<file path="src/rtl/framed_shift_register_pkg.sv">
// Shared constants and helpers for the framed SPI-style shift register.
package shift_pkg;

    localparam logic MSB_FIRST = 1'b1;
    localparam logic LSB_FIRST = 1'b0;

    // A counter for a 2-bit frame still needs one bit, so never return 0.
    function automatic int clog2Min1(input int value);
        return (value <= 2) ? 1 : $clog2(value);
    endfunction

endpackage

</file>
<file path="src/rtl/framed_shift_register_if.sv">
// Control and data bundle between the SPI edge logic and the shift register.
interface framed_shift_register_if
    import shift_pkg::*;
#(
    parameter int WIDTH = 8,
    parameter int CNT_W = clog2Min1(WIDTH)
);
    logic             enable;
    logic             sampleEdge;
    logic             shiftEdge;
    logic             parallelLoad;
    logic [WIDTH-1:0] parallelDataIn;
    logic             msbFirst;
    logic             serialDataIn;
    logic             serialDataOut;
    logic [WIDTH-1:0] parallelDataOut;
    logic [CNT_W-1:0] bitCount;
    logic             frameDone;

    modport master (
        output enable, sampleEdge, shiftEdge, parallelLoad, parallelDataIn,
               msbFirst, serialDataIn,
        input  serialDataOut, parallelDataOut, bitCount, frameDone
    );

    modport slave (
        input  enable, sampleEdge, shiftEdge, parallelLoad, parallelDataIn,
               msbFirst, serialDataIn,
        output serialDataOut, parallelDataOut, bitCount, frameDone
    );
endinterface

</file>
<file path="src/rtl/framed_shift_register_frame_bit_counter.sv">
// Counts samples within a frame and flags the sample that completes it.
module frame_bit_counter
    import shift_pkg::*;
#(
    parameter int WIDTH = 8,
    parameter int CNT_W = clog2Min1(WIDTH)
) (
    input  logic             clk,
    input  logic             resetN,
    input  logic             clear,
    input  logic             inc,
    output logic [CNT_W-1:0] count,
    output logic             wrap
);
    localparam logic [CNT_W-1:0] LAST = CNT_W'(WIDTH - 1);

    assign wrap = inc && (count == LAST);

    always_ff @(posedge clk) begin
        if (!resetN)
            count <= '0;
        else if (clear)
            count <= '0;
        else if (inc)
            count <= wrap ? '0 : count + 1'b1;
    end
endmodule

</file>
<file path="src/rtl/framed_shift_register.sv">
// WIDTH-bit framed shift register with selectable bit order and split sample/shift strobes.
module framed_shift_register
    import shift_pkg::*;
#(
    parameter int WIDTH = 8,
    parameter int CNT_W = clog2Min1(WIDTH)
) (
    input logic                clk,
    input logic                resetN,
    framed_shift_register_if.slave bus
);
    logic [WIDTH-1:0] mem;
    logic [WIDTH-1:0] shiftedMem;
    logic             txBit;
    logic             loadBit;
    logic             sampleTaken;
    logic             counterClear;
    logic             frameWrap;

    // Load and idle both restart framing, and both mask the strobes.
    assign counterClear = bus.parallelLoad || !bus.enable;
    assign sampleTaken  = bus.enable && !bus.parallelLoad && bus.sampleEdge;

    always_comb begin
        shiftedMem = mem;
        txBit      = mem[0];
        loadBit    = bus.parallelDataIn[0];
        if (bus.msbFirst == MSB_FIRST) begin
            shiftedMem = {mem[WIDTH-2:0], bus.serialDataIn};
            txBit      = mem[WIDTH-1];
            loadBit    = bus.parallelDataIn[WIDTH-1];
        end else begin
            shiftedMem = {bus.serialDataIn, mem[WIDTH-1:1]};
        end
    end

    frame_bit_counter #(
        .WIDTH (WIDTH),
        .CNT_W (CNT_W)
    ) uCounter (
        .clk    (clk),
        .resetN (resetN),
        .clear  (counterClear),
        .inc    (sampleTaken),
        .count  (bus.bitCount),
        .wrap   (frameWrap)
    );

    always_ff @(posedge clk) begin
        if (!resetN) begin
            mem                 <= '0;
            bus.serialDataOut   <= 1'b0;
            bus.parallelDataOut <= '0;
            bus.frameDone       <= 1'b0;
        end else if (bus.parallelLoad) begin
            mem               <= bus.parallelDataIn;
            bus.serialDataOut <= loadBit;
            bus.frameDone     <= 1'b0;
        end else if (!bus.enable) begin
            bus.frameDone <= 1'b0;
        end else begin
            if (bus.sampleEdge)
                mem <= shiftedMem;
            // txBit is taken from mem before this cycle's sample shifts it.
            if (bus.shiftEdge)
                bus.serialDataOut <= txBit;
            if (frameWrap)
                bus.parallelDataOut <= shiftedMem;
            bus.frameDone <= frameWrap;
        end
    end
endmodule

</file>
<file path="src/flat_wrapper.sv">
// flat-port wrapper written by rule: the top's interface ports become plain ports
module framed_shift_register_flat import shift_pkg::*;
#(
    parameter int WIDTH = 8,
    parameter int CNT_W = clog2Min1(WIDTH)
)
  (clk, resetN, bus_enable, bus_sampleEdge, bus_shiftEdge, bus_parallelLoad, bus_parallelDataIn, bus_msbFirst, bus_serialDataIn, bus_serialDataOut, bus_parallelDataOut, bus_bitCount, bus_frameDone);
  framed_shift_register_if #(.WIDTH(WIDTH), .CNT_W(CNT_W)) bus_i ();
  input logic clk;
  input logic resetN;
  input wire logic [$bits(bus_i.enable)-1:0] bus_enable;
  input wire logic [$bits(bus_i.sampleEdge)-1:0] bus_sampleEdge;
  input wire logic [$bits(bus_i.shiftEdge)-1:0] bus_shiftEdge;
  input wire logic [$bits(bus_i.parallelLoad)-1:0] bus_parallelLoad;
  input wire logic [$bits(bus_i.parallelDataIn)-1:0] bus_parallelDataIn;
  input wire logic [$bits(bus_i.msbFirst)-1:0] bus_msbFirst;
  input wire logic [$bits(bus_i.serialDataIn)-1:0] bus_serialDataIn;
  output wire logic [$bits(bus_i.serialDataOut)-1:0] bus_serialDataOut;
  output wire logic [$bits(bus_i.parallelDataOut)-1:0] bus_parallelDataOut;
  output wire logic [$bits(bus_i.bitCount)-1:0] bus_bitCount;
  output wire logic [$bits(bus_i.frameDone)-1:0] bus_frameDone;
  assign bus_i.enable = bus_enable;
  assign bus_i.sampleEdge = bus_sampleEdge;
  assign bus_i.shiftEdge = bus_shiftEdge;
  assign bus_i.parallelLoad = bus_parallelLoad;
  assign bus_i.parallelDataIn = bus_parallelDataIn;
  assign bus_i.msbFirst = bus_msbFirst;
  assign bus_i.serialDataIn = bus_serialDataIn;
  assign bus_serialDataOut = bus_i.serialDataOut;
  assign bus_parallelDataOut = bus_i.parallelDataOut;
  assign bus_bitCount = bus_i.bitCount;
  assign bus_frameDone = bus_i.frameDone;
  framed_shift_register #(.WIDTH(WIDTH), .CNT_W(CNT_W)) u_core (.clk(clk), .resetN(resetN), .bus(bus_i));
endmodule
</file>
<file path="config.mk">
export PLATFORM = sky130hd
export DESIGN_NAME = framed_shift_register_flat
export DESIGN_NICKNAME = d
export VERILOG_FILES = /design/src/rtl/framed_shift_register_pkg.sv /design/src/rtl/framed_shift_register_if.sv /design/src/rtl/framed_shift_register_frame_bit_counter.sv /design/src/rtl/framed_shift_register.sv /design/src/flat_wrapper.sv
export SDC_FILE = /design/constraint.sdc
export NUM_CORES = 1
export LEC_CHECK = 0
export ABC_AREA = 1
export CORE_MARGIN = 1.5
export CORE_UTILIZATION = 40
export DETAILED_ROUTE_END_ITERATION = 12
export PLACE_DENSITY = 0.69
export SLEW_MARGIN = 10
export SYNTH_ARGS = -nofsm -noshare
export SYNTH_HDL_FRONTEND = slang
export SYNTH_SLANG_ARGS = --single-unit
</file>
<file path="constraint.sdc">
create_clock -name clk -period 2.7 [get_ports clk]
set_clock_uncertainty 0.15 [all_clocks]
set_input_delay 0.405 -clock clk [delete_from_list [all_inputs] [get_ports clk]]
set_output_delay 0.405 -clock clk [all_outputs]
set_load 0.03 [all_outputs]
</file>
======== After elaboration in Yosys (flattened, before gate mapping) ========
Index checks and enable logic that the tools add are counted.
operators by class
  add/sub/neg operators ................... 1
  multipliers ............................. 0
  div/mod/pow operators ................... 0
  order comparisons ....................... 0
  equal/unequal tests ..................... 1
  shift-type cells ........................ 0
  multiplexer cells ....................... 10
  bitwise logic cells ..................... 3
  reductions and logical operators ........ 14
operators by type and width
  operator             number
  $mux 8               4
  $reduce_bool 2->1    3
  $mux 1               5
  $reduce_and 2->1     2
  $add 3x1->3 const B  1
  $eq 3x3->1 const B   1
  $logic_and 1x1->1    3
  $mux 3               1
  $not 1->1            3
  $reduce_and 3->1     1
  $reduce_or 3->1      1
  $logic_not 1->1      2
  $reduce_or 2->1      1
  $logic_or 1x1->1     1
word-level totals
  flip-flop bits (word level) ............. 21
  latch bits .............................. 0
  memory bits (writable) .................. 0
  bits in read-only memories .............. 0
  input bits .............................. 16
  output and inout bits ................... 13
  word-level logic and storage cells ...... 34
  memories kept ........................... 0

======== Logic depth before layout (Yosys ltp) ========
Gate-level depths: netlist of the first run.
  depth in word-level cells ............... 5
  mapped depth ............................ 7
  gate-level depth less buffers ........... 7

======== By module ========
From an unflattened synthesis of the first run, not the netlist that was laid out.
second synthesis, totals
  cells, all modules ...................... 172
  area, all modules ....................... 1108.6 um^2
modules (own cells, without submodules)
  module                 times used  cells each  area each (um^2)  sequential area each (um^2)
  framed_shift_register  1           151         957.2             360.3
  frame_bit_counter      1           21          151.4             60.1

======== Worst setup path after synthesis of the first run ========
Ideal clock, no wire load.
  path type ............................... register -> register
  from .................................... register u_core.uCounter.count[0]
  to ...................................... register u_core.bus.parallelDataOut[7]
  setup time .............................. 0.117 ns
  arrival ................................. 1.213 ns
  data required time ...................... 2.433 ns
  slack ................................... 1.219 ns
  cell stages (with the launch flop) ...... 6
  path buffers ............................ 0
  clock period less this slack ............ 1.481 ns
  path through ............................ dfxtp_1 > ha_1 > ha_1 > nand2_1 > nand3_1 > o21ai_1
between the ends
  longest elaborated chain between the ends .. 3
RTL lines
  item                        RTL line                                       source
  start, declared             framed_shift_register_frame_bit_counter.sv:12  output logic [CNT_W-1:0] count,
  start signal, assigned      framed_shift_register_frame_bit_counter.sv:25  count <= wrap ? '0 : count + 1'b1;
  $eq 3x3->1                  framed_shift_register_frame_bit_counter.sv:17  assign wrap = inc && (count == LAST);
  $logic_and 1x1->1           framed_shift_register_frame_bit_counter.sv:17
  $reduce_and 3->1 (no line)  --
  end signal, assigned        framed_shift_register.sv:68                    bus.parallelDataOut <= shiftedMem;
  end, declared               framed_shift_register_if.sv:29                 output serialDataOut, parallelDataOut, bitCount, frameDone
No other way between the ends.
A chain may end at the register's enable or synchronous reset.

======== Final worst setup path of the first run ========
  from .................................... register u_core.uCounter.count[0]
  to ...................................... output port bus_bitCount[0]
RTL lines
  item           RTL line            source
  end, declared  flat_wrapper.sv:20  output wire logic [$bits(bus_i.bitCount)-1:0] bus_bitCount;
No word-level cell between the ends.

==> results of run 1 <==
worst max path at each step:
stage	cells after the start	slack (ns)	start	endpoint
final	1	0.75	u_core.uCounter.count[0]	bus_bitCount[0]
after global routing	1	0.69	u_core.uCounter.count[0]	bus_bitCount[0]
after CTS	1	0.74	u_core.uCounter.count[0]	bus_bitCount[0]
after detailed placement	6	0.59	bus_parallelLoad	u_core.bus.parallelDataOut[4]
after global placement	6	0.64	bus_parallelLoad	u_core.bus.parallelDataOut[6]
after floorplan	5	1.22	u_core.uCounter.count[0]	u_core.bus.parallelDataOut[7]
logic make-up (layout without fill, tap and decap cells):
group | Yosys count | count (layout) | share of synthesized area [%]
flip-flops | 21 | 21 | 40.0
adder cells (fa/ha/maj) | 2 | 2 | 2.38
AO/OA/AOI/OAI | 12 | 12 | 6.43
AND/OR/NAND/NOR | 102 | 102 | 43.0
buffers and inverters | 18 | 46 | 8.21
sequential cells by signal, summed over array words and instances, names as in the netlist:
| name | cells |
|---|---|
| u_core.bus.parallelDataOut | 8 |
| u_core.mem | 8 |
| u_core.uCounter.count | 3 |
| u_core.bus.frameDone | 1 |
| u_core.bus.serialDataOut | 1 |
metrics by stage:
stage | cell area (sq um) | hold WS [ns] | total power, mW
detailed placement | 1340 | 0.318 | 0.428
floorplan | 1050 | 0.372 | 0.389
CTS | 1360 | 0.335 | 0.578
global placement | 1340 | 0.313 | 0.426
global route | 1360 | 0.374 | 0.606
finish | 1360 | 0.330 | 0.575
cells in the final DEF (no fill, tap or decap), drive strengths merged:
| cell | count |
|---|---|
| dfxtp | 21 |
| a21oi | 6 |
| o21ai | 6 |
| clkinv | 1 |
| ha | 2 |
| clkdlybuf4s50 | 28 |
| nand3 | 22 |
| nand2 | 67 |
| nor2 | 13 |
| clkbuf | 4 |
| inv | 13 |
cells in the mapped netlist:
library cell and instances:
clkinv_1 1, nand2_1 65, nand3_1 20, o21ai_0 4
nor2_8 1, nor2_1 12, dfxtp_1 21, a21oi_1 5
nand3_2 2, buf_2 1, ha_1 2, o21ai_2 1
inv_1 12, buf_6 2, inv_4 1, clkbuf_1 1
nand2_4 2, a21oi_2 1, o21ai_1 1
power by group:
part,internal [mW],switching (mW),total (mW)
sequential,0.319,0.00786,0.327
clock,0.0578,0.0966,0.154
combinational,0.0413,0.0527,0.0939
total,0.418,0.157,0.575
final cells by class:
cell class              instances  area (sq um)  area share [%]
repair buffers                 28           280            20.6
multi-input cells             116           544            39.9
flip-flops and latches         21           420            30.8
clock buffers                   4          26.3            1.93
well taps                      30          37.5            2.75
inverters                      14          55.1            4.04
per-layer routing:
metal | global-route usage (%) | up-vias | share of wire [%]
met4 | 8.75 | 0 | 2.0
met3 | 3.28 | 5 | 6.4
met5 | 0 | - | 0
met1 | 25.6 | 455 | 47
li1 | - | 547 | -
met2 | 30.5 | 39 | 45
==> flow_summary.json, run 1 <==
{
  "port_buffers": 28,
  "ioPinCount": 29,
  "antenna_found_initial": 0,
  "crit_chain": "clkdlybuf4s50_1",
  "worstHoldEndpoint": "u_core.bus.parallelDataOut[4]",
  "nFillCells": 254,
  "cts_hold_buf": 0,
  "r2r-start": "u_core.uCounter.count[0]",
  "drt_pass1_iterations": 4,
  "relSlewSlack_pct": 60.1,
  "place_congestion": 0.866,
  "period_needed_ns": 1.95,
  "final_core_util_pct": 55.1,
  "r2r_cells": 6,
  "drive_above_1_share_pct": 6.01,
  "cp.required_ns": 2.14,
  "reg2reg_setup_slack_ns": 1.19,
  "start_kind": "register",
  "netlist_top_cells_area": "dfxtp_1 (40%), nand2_1 (23%), nand3_1 (9.5%)",
  "holdPathStages": 2,
  "num_rows": 18,
  "preCtsSetupSlack_ns": 0.588,
  "final_max_slew_viol_count": 0,
  "cp_max_fo": 4,
  "synth_top_area_share_pct": 40.0,
  "critical_path_class": "register to primary output",
  "core_area_sq_mm": 0.00248,
  "die_height_um": 54.3,
  "synthesis.area_sq_mm": 0.00105,
  "arrival_ns": 1.40,
  "worst_slew_pin_slew_ns": 0.597,
  "via_per_inst": 4.91,
  "grt_pass1_vias": 921,
  "cp-end-kind": "primary output",
  "total_leakage_power_nw": 0.645,
  "yosys.area.top_type": "dfxtp_1",
  "area_growth_pct": 29.8,
  "cp_slowest_cell": "clkdlybuf4s50_1",
  "drt_first_iter_violations": 17,
  "synth.distinct_cells": 19,
  "max_freq_mhz": 513,
  "drc": 0,
  "post_cts_buffers": 0,
  "clk_path_buf_depth": 2,
  "synth_nets": 173,
  "clk_pin_slew_ns": 0.11,
  "powerDensity_mw_per_mm2": 422,
  "vdd_drop_max_uv": 243,
  "grt_use_total_pct": 19.3,
  "hold_path_class": "register to register",
  "grt_max_degree": 15,
  "clkSinkCount": 21,
  "grt_pass1_wl_mm": 4.04,
  "max_stage_delay_ns": 0.69,
  "finalNonFillerCells": 213,
  "ant_nets": 0,
  "grt.overflow.total": 0,
  "setup_tns_ns": 0,
  "worst_slack_ns": 0.750,
  "status": "completed",
  "post_drt_wl_per_cell_um": 11.2,
  "setup_viol": 0,
  "finalNetCount": 202,
  "min_from": "u_core.bus.parallelDataOut[4]",
  "critPathTopFamily": "buffers and inverters",
  "synth_seq_cells": 21,
  "synth_seq_area_share_pct": 40.0,
  "htreeDepth": 1,
  "syn_avg_cell_area_sq_um": 6.78,
  "dieArea_sq_mm": 0.00294,
  "initial_core_util_pct": 42.4,
  "vias": 1046,
  "die_w_um": 54.3,
  "rsz0062_at_grt": "no",
  "critPathBufInv": 1,
  "hold_violations": 0,
  "clock_latency_ns": 0.31,
  "drt_wl_total_mm": 2.39,
  "dp_cells": 209,
  "dp.final_hpwl_mm": 1.79,
  "finalCritPeriodShare_pct": 72.2,
  "cts_buffers": 3,
  "diodes": 0,
  "synth_cells": 155,
  "maxCapViolations": 0,
  "cts-root-buf": "clkbuf_4",
  "r2r-end": "u_core.bus.parallelDataOut[5]",
  "tritoncts": "done",
  "yosys_warnings": 0,
  "cts_resized": 0
}
Power figures use the tool's default switching activity.
==> inputs of run 2 (changes only) <==
==> constraint.sdc (replaced) <==
create_clock -name clk -period 1.9 [get_ports clk]
set_clock_uncertainty 0.15 [all_clocks]
set_input_delay 0.285 -clock clk [delete_from_list [all_inputs] [get_ports clk]]
set_output_delay 0.285 -clock clk [all_outputs]
set_load 0.03 [all_outputs]
==> flow_summary.json, run 2 (synthesis results as in run 1) <==
{
  "rsz0062_at_grt": "no",
  "period_needed_ns": 1.84,
  "drive_above_1_share_pct": 7.53,
  "tritoncts": "done",
  "relSlewSlack_pct": 76.6,
  "grt.overflow.total": 0,
  "final_max_slew_viol_count": 0,
  "preCtsSetupSlack_ns": 0.107,
  "hold_violations": 0,
  "worstHoldEndpoint": "u_core.bus.parallelDataOut[5]",
  "cts_buffers": 3,
  "htreeDepth": 1,
  "powerDensity_mw_per_mm2": 591,
  "min_from": "u_core.bus.parallelDataOut[5]",
  "worst_slack_ns": 0.0650,
  "critPathTopFamily": "buffers and inverters",
  "grt_max_degree": 13,
  "ant_nets": 0,
  "cts_resized": 0,
  "finalCritPeriodShare_pct": 96.6,
  "cp-end-kind": "primary output",
  "ioPinCount": 29,
  "status": "completed",
  "drc": 0,
  "vdd_drop_max_uv": 378,
  "cts-root-buf": "clkbuf_4",
  "dieArea_sq_mm": 0.00294,
  "critPathBufInv": 1,
  "layout_common_cells": "nand2_1 (65), clkdlybuf4s50_1 (28), dfxtp_1 (21)",
  "setup_tns_ns": 0,
  "r2r_cells": 6,
  "initial_core_util_pct": 42.4,
  "via_per_inst": 4.76,
  "max_stage_delay_ns": 0.69,
  "crit_chain": "clkdlybuf4s50_1",
  "reg.largest.list": "u_core.bus.parallelDataOut x8, u_core.mem x8, u_core.uCounter.count x3",
  "drt_wl_total_mm": 2.27,
  "port_buffers": 28,
  "critical_path_class": "register to primary output",
  "die_w_um": 54.3,
  "startpoint": "u_core.uCounter.count[0]",
  "final_core_util_pct": 56.0,
  "cts_hold_buf": 0,
  "grt_pass1_vias": 886,
  "cp_max_fo": 4,
  "placed_area_sq_mm": 0.00136,
  "area_growth_pct": 31.9,
  "worst_slew_pin_slew_ns": 0.350,
  "place_congestion": 0.815,
  "total_leakage_power_nw": 0.660,
  "max_freq_mhz": 545,
  "clk_path_buf_depth": 2,
  "clkSinkCount": 21,
  "cp_slowest_cell": "clkdlybuf4s50_1",
  "arrival_ns": 1.40,
  "diodes": 0,
  "antenna_found_initial": 0,
  "reg2reg_setup_slack_ns": 0.41,
  "finalNetCount": 205,
  "hold_path_class": "register to register",
  "clk_pin_slew_ns": 0.11,
  "post_cts_buffers": 0,
  "setup_viol": 0,
  "maxCapViolations": 0,
  "grt_use_total_pct": 18.2,
  "dp.final_hpwl_mm": 1.77,
  "final_area_sq_mm": 0.00139,
  "drt_pass1_iterations": 4,
  "cp.required_ns": 1.46,
  "post_drt_wl_per_cell_um": 10.5,
  "vias": 1028,
  "clock_latency_ns": 0.31,
  "nFillCells": 262,
  "grt_pass1_wl_mm": 3.80,
  "drt_first_iter_violations": 25,
  "die_height_um": 54.3,
  "holdPathStages": 2,
  "num_rows": 18,
  "core_area_sq_mm": 0.00248,
  "layout_commonest_cell": "nand2_1",
  "r2r-start": "u_core.uCounter.count[0]",
  "start_kind": "register",
  "r2r-end": "u_core.bus.parallelDataOut[4]"
}
[run 2: final cells by class]
cell class                 count  area (sq um)  share of cell area [%]
clock buffer                   4          26.3                    1.90
multi-input combinational    116           544                    39.3
inverter                      14          55.1                    3.97
timing repair buffer          31           303                    21.8
sequential                    21           420                    30.3
tap                           30          37.5                    2.71
[run 2: per-layer routing]
| metal | part of all wire [%] | vias to the layer above | track usage [%] |
|---|---|---|---|
| met4 | 1.9 | 0 | 8.75 |
| met1 | 49 | 441 | 22.9 |
| met3 | 5.0 | 5 | 3.28 |
| met5 | 0 | - | 0 |
| met2 | 44 | 29 | 29.7 |
| li1 | - | 553 | - |
[run 2: how the worst max path moves through the flow]
stage                                          endpoint  slack, ns  cells past startpoint
after global routing                    bus_bitCount[0]       0.01                      1
after global placement    u_core.bus.parallelDataOut[2]       0.14                      6
after CTS                               bus_bitCount[0]       0.06                      1
after detailed placement  u_core.bus.parallelDataOut[0]       0.11                      6
final                                   bus_bitCount[0]       0.06                      1
after floorplan           u_core.bus.parallelDataOut[7]       0.42                      5
[run 2: stage by stage]
stage / hold WS [ns] / power [mW] / instances
finish: 0.328 / 0.819 / 216
global route: 0.348 / 0.861 / 216
detailed placement: 0.316 / 0.612 / 212
CTS: 0.334 / 0.827 / 216
floorplan: 0.252 / 0.553 / 155
global placement: 0.312 / 0.609 / 212
[run 2: power breakdown]
group          switching (mW)  internal [mW]
Clock                   0.135         0.0821
Sequential             0.0103          0.454
Combinational          0.0752         0.0627
